--- src/rtl/alu_ctrl_seq.sv ---
// alu_ctrl_seq: ALU control decoder with a valid/ready handshake and a
// multiply/divide busy sequencer.
//
// Ports:
//   clk, rst              - clock, synchronous active-high reset
//   in_valid / in_ready   - request handshake (Instr, ALU_Op sampled on accept)
//   Instr [FUNCT_W]       - R-type funct field (low 6 bits decoded)
//   ALU_Op [2]            - main-decoder ALU class
//   ALU_Control [CTRL_W]  - registered control code
//   illegal               - registered unknown-funct flag
//   out_valid / out_ready - result handshake
//   md_start              - one-cycle pulse in the cycle a mult/div is accepted
//   md_busy               - mult/div op in progress
module alu_ctrl_seq #(
  parameter int FUNCT_W    = 6,
  parameter int CTRL_W     = 4,
  parameter int MD_LATENCY = 32
) (
  input  logic               clk,
  input  logic               rst,
  input  logic               in_valid,
  output logic               in_ready,
  input  logic [FUNCT_W-1:0] Instr,
  input  logic [1:0]         ALU_Op,
  output logic [CTRL_W-1:0]  ALU_Control,
  output logic               illegal,
  output logic               out_valid,
  input  logic               out_ready,
  output logic               md_start,
  output logic               md_busy
);

  localparam int CNT_W = $clog2(MD_LATENCY + 1);

  typedef enum logic [1:0] {
    IDLE,
    HOLD,
    MD_BUSY
  } state_t;

  state_t           state;
  logic [CNT_W-1:0] cnt;

  logic [5:0] funct;
  logic [3:0] dec_code;
  logic       dec_ill;
  logic       dec_md;
  logic       accept;

  assign funct = Instr[5:0];

  always_comb begin
    dec_code = 4'b0010;
    dec_ill  = 1'b0;
    dec_md   = 1'b0;
    case (ALU_Op)
      2'b00: dec_code = 4'b0010;
      2'b01: dec_code = 4'b0110;
      2'b11: dec_code = 4'b0001;
      default: begin
        case (funct)
          6'b100000: dec_code = 4'b0010;
          6'b100010: dec_code = 4'b0110;
          6'b100100: dec_code = 4'b0000;
          6'b100101: dec_code = 4'b0001;
          6'b100110: dec_code = 4'b0011;
          6'b100111: dec_code = 4'b1100;
          6'b101010: dec_code = 4'b0111;
          6'b011000: begin dec_code = 4'b1000; dec_md = 1'b1; end
          6'b011010: begin dec_code = 4'b1001; dec_md = 1'b1; end
          default:   begin dec_code = 4'b1111; dec_ill = 1'b1; end
        endcase
      end
    endcase
  end

  assign in_ready = (state == IDLE) | ((state == HOLD) & out_ready);
  assign accept   = in_valid & in_ready;
  // Launch pulse coincides with acceptance; reset suppresses it.
  assign md_start = accept & dec_md & ~rst;

  always_ff @(posedge clk) begin
    if (rst) begin
      state       <= IDLE;
      ALU_Control <= '0;
      illegal     <= 1'b0;
      out_valid   <= 1'b0;
      md_busy     <= 1'b0;
      cnt         <= '0;
    end else begin
      case (state)
        IDLE, HOLD: begin
          if (accept) begin
            ALU_Control <= CTRL_W'(dec_code);
            illegal     <= dec_ill;
            if (dec_md) begin
              state     <= MD_BUSY;
              cnt       <= CNT_W'(MD_LATENCY - 1);
              md_busy   <= 1'b1;
              out_valid <= 1'b0;
            end else begin
              state     <= HOLD;
              out_valid <= 1'b1;
              md_busy   <= 1'b0;
            end
          end else if ((state == HOLD) && out_ready) begin
            state     <= IDLE;
            out_valid <= 1'b0;
          end
        end
        MD_BUSY: begin
          if (cnt == '0) begin
            state     <= HOLD;
            out_valid <= 1'b1;
            md_busy   <= 1'b0;
          end else begin
            cnt <= cnt - 1'b1;
          end
        end
        default: begin
          state     <= IDLE;
          out_valid <= 1'b0;
          md_busy   <= 1'b0;
        end
      endcase
    end
  end

endmodule

--- config.mk ---
export PLATFORM = sky130hd
export DESIGN_NAME = alu_ctrl_seq
export DESIGN_NICKNAME = d
export VERILOG_FILES = /design/src/rtl/alu_ctrl_seq.sv
export SDC_FILE = /design/constraint.sdc
export NUM_CORES = 1
export LEC_CHECK = 0
export ABC_AREA = 1
export CAP_MARGIN = 20
export CELL_PAD_IN_SITES_DETAIL_PLACEMENT = 1
export CELL_PAD_IN_SITES_GLOBAL_PLACEMENT = 1
export CORE_MARGIN = 3
export CORE_UTILIZATION = 31
export CTS_BUF_LIST = sky130_fd_sc_hd__clkbuf_16
export CTS_CLUSTER_SIZE = 25
export DETAILED_ROUTE_END_ITERATION = 8
export PLACE_DENSITY_LB_ADDON = 0.1
export SLEW_MARGIN = 20
export SYNTH_ARGS = -nofsm -noshare
export SYNTH_HDL_FRONTEND = slang
export SYNTH_SLANG_ARGS = --single-unit
--- constraint.sdc ---
create_clock -name clk -period 1.4 [get_ports clk]
set_input_delay 0.14 -clock clk [delete_from_list [all_inputs] [get_ports clk]]
set_output_delay 0.14 -clock clk [all_outputs]
set_load 0.01 [all_outputs]
==> impl_metrics.env <==
export IMPL_slew_viol_final=0
export IMPL_portBuffers=20
export IMPL_start_kind="register"
export IMPL_synthAdderAreaFrac_pct=2.55
export IMPL_fin_util_pct=54.5
export IMPL_wl_um=3370
export IMPL_grt_first_pass_wirelength_um=5380
export IMPL_max_freq_ghz=0.747
export IMPL_setup_ws_ns=0.0621
export IMPL_hold_slack_ns=0.330
export IMPL_hold_depth=4
export IMPL_area_growth_pct=59.9
export IMPL_ys_warn_count=0
export IMPL_grt_overflow=0
export IMPL_drive_above_1_share_pct=35.5
export IMPL_route_detailed_drc=0
export IMPL_die_area_sq_um=3880
export IMPL_die_w_um=62.3
export IMPL_postSynthAreaPerCell_sq_um=6.58
export IMPL_htreeDepth=1
export IMPL_yosysUniqueCellTypes=26
export IMPL_cts_clk_slew_worst_paths_ns=0.05
export IMPL_ios=21
export IMPL_insertion_delay_ns=0.24
export IMPL_netlist_area_sq_um=981
export IMPL_hold_buffers=0
export IMPL_hp_class="in -> reg"
export IMPL_ys_ff_latch=14
export IMPL_root_buffer="clkbuf_16"
export IMPL_power_density_nw_per_um2=756
export IMPL_wl_per_cell_um=13.9
export IMPL_die_height_um=62.3
export IMPL_cp_end_kind="register"
export IMPL_fill_cells=378
export IMPL_yosys_area_share_simple_pct=44.1
export IMPL_hpwlAfterDp_um=2370
export IMPL_synth_xor_area_share_pct=2.68
export IMPL_synth_compound_area_share_pct=11.5
export IMPL_rsz0062_at_grt="yes"
export IMPL_core_area_sq_um=2880
export IMPL_outcome="completed"
export IMPL_p_total_mw=1.19
export IMPL_setup_worst_path_class="reg -> reg"
export IMPL_crit_required_ns=1.58
export IMPL_tightest_slew_ns=0.252
export IMPL_slew_headroom_pct=83.2
export IMPL_grt_usage_pct=16.9
export IMPL_postSynthCellCount=149
export IMPL_fin_crit_ns=1.34
export IMPL_total_leakage_power_nw=0.806
export IMPL_drtIter0Drc=48
export IMPL_synth_top_family_by_area="simple AND/OR/NAND/NOR gates"
export IMPL_r2r_slack_ns=0.06
export IMPL_clock_skew_ns=0.00361
export IMPL_path_delay_family="simple AND/OR/NAND/NOR gates"
export IMPL_final_cell_mix="29 x nand2_1, 28 x buf_4, 19 x nor2_1"
export IMPL_synth_fp_nets=163
export IMPL_hold_viol=0
export IMPL_cap_violations=0
export IMPL_vdd_ir_drop_max_mv=0.879
export IMPL_synthMuxAreaShare_pct=0
export IMPL_fin_nets=215
export IMPL_r2r_end="cnt[2]"
export IMPL_min_period_over_period_pct=95.6
export IMPL_diodes=0
export IMPL_setup_viol=0
export IMPL_cts_sinks=14
export IMPL_cts_made_buffers=3
export IMPL_rr_worst_depth=8
export IMPL_critPathMaxFanout=3
export IMPL_initial_core_util_pct=34.1
export IMPL_place_ws_ns=-0.525
export IMPL_vias=1139
export IMPL_drtAntennaViolNets=0
export IMPL_min_to="ALU_Control[1]"
export IMPL_cpPeakStageDelay_ns=0.33
export IMPL_antenna_found_initial=0
export IMPL_grt_max_degree=11
export IMPL_viasPerCell=4.71
export IMPL_hp_start="ALU_Op[1]"
export IMPL_path_buf_inv=3
export IMPL_cts_buffer_depth=2
export IMPL_placed_area_sq_um=1410
export IMPL_path_cells="inv_2 > buf_4 > ha_2 > inv_1 > or2_2 > nand3_1 > nand2_1 > a21oi_2"
export IMPL_core_rowCount=19
export IMPL_gp_congestion=0.829
export IMPL_layout_commonest_cell="nand2_1"
export IMPL_drt_first_pass_iters=4
export IMPL_grt_pass1_vias=1195
export IMPL_r2r_start="cnt[1]"
export IMPL_synth_seq_area_share_pct=28.6
export IMPL_fin_area_sq_um=1570
export IMPL_cts_tree="yes"
export IMPL_arrival_ns=1.52
export IMPL_slowest_stage="dfxtp_2"
==> tightest hold or removal path, cell delays in order <==
cell and delay (ns):
dlymetal6s2s_1 0.14, inv_1 0.07, nor2_1 0.05, a21oi_1 0.13
==> what timing repair did <==
| action | 4_1_cts | 5_1_grt |
|---|---|---|
| setup buffers | 1 | 2 |
| hold endpoints to repair | 0 | 0 |
| resized for setup | 17 | 21 |
| pin swaps | 2 | 6 |
| setup endpoints to repair | 4 | 10 |
==> Yosys cell counts <==
| master | number | area [sq um] |
|---|---|---|
| a21oi_1 | 15 | 75.1 |
| buf_4 | 1 | 7.51 |
| buf_6 | 1 | 11.3 |
| dfxtp_1 | 14 | 280 |
| ha_1 | 2 | 25.0 |
| inv_1 | 17 | 63.8 |
| inv_2 | 4 | 15.0 |
| inv_4 | 1 | 6.26 |
| nand2_1 | 32 | 120 |
| nand2_2 | 1 | 6.26 |
| nand2_4 | 3 | 33.8 |
| nand3_1 | 14 | 70.1 |
| nand3_2 | 1 | 10.0 |
| nand3_4 | 1 | 17.5 |
| nand4_1 | 2 | 12.5 |
| nor2_1 | 23 | 86.3 |
| nor2_2 | 1 | 6.26 |
| nor2_4 | 3 | 33.8 |
| nor2_8 | 1 | 20.0 |
| nor3_2 | 1 | 10.0 |
| o211ai_1 | 1 | 7.51 |
| o21ai_0 | 3 | 15.0 |
| o21ai_1 | 3 | 15.0 |
| or2_2 | 1 | 6.26 |
| xnor2_1 | 2 | 17.5 |
| xor2_1 | 1 | 8.76 |
==> report_power, final <==
group / internal [mW] / switching, mW / total [mW]
Clock: 0.378 / 0.164 / 0.541
Combinational: 0.107 / 0.118 / 0.225
Sequential: 0.413 / 0.00684 / 0.420
==> logic make-up (layout without fill, tap and decap cells) <==
logic type,Yosys count,after routing
buf+inv,24,75
simple gates,84,84
compound gates,22,22
flops,14,14
xor+xnor,3,3
fa+ha+maj,2,2
==> state kept, by name (all words and copies together), names as in the netlist <==
register,flops
ALU_Control,4
md_busy,1
illegal,1
state,2
cnt,6
==> stage by stage <==
| stage | instances | setup TNS [ns] |
|---|---|---|
| finish | 242 | 0 |
| global route | 242 | -0.228 |
| CTS | 240 | -0.00848 |
| detailed placement | 235 | -3.52 |
| global placement | 235 | -2.91 |
| floorplan | 149 | 0 |
==> layout make-up <==
| cell class | instances | area [sq um] | area share, % |
|---|---|---|---|
| sequential | 14 | 283 | 18.0 |
| inverter | 22 | 85.1 | 5.42 |
| tap | 42 | 52.6 | 3.35 |
| clock inverter | 1 | 3.75 | 0.239 |
| clock buffer | 3 | 75.1 | 4.78 |
| multi-input combinational | 111 | 654 | 41.7 |
| timing repair buffer | 49 | 415 | 26.5 |
==> worst max path at each step <==
stage / endpoint / cells after the start / slack (ns) / start
floorplan: cnt[0] / 9 / 0.14 / cnt[0]
global placement: md_start / 8 / -0.47 / Instr[3]
detailed placement: md_start / 9 / -0.52 / Instr[2]
CTS: md_start / 8 / -0.008 / out_ready
global route: cnt[0] / 9 / -0.06 / cnt[1]
finish: cnt[2] / 8 / 0.06 / cnt[1]
==> per-layer routing <==
layer	vias up	part of all wire [%]	global-route usage [%]
li1	574	-	-
met1	535	43	20.6
met2	26	52	28.4
met3	4	4.4	5.05
met4	0	0.86	5.23
met5	-	0	0
Note: power is estimated with default switching activity, not from simulation.
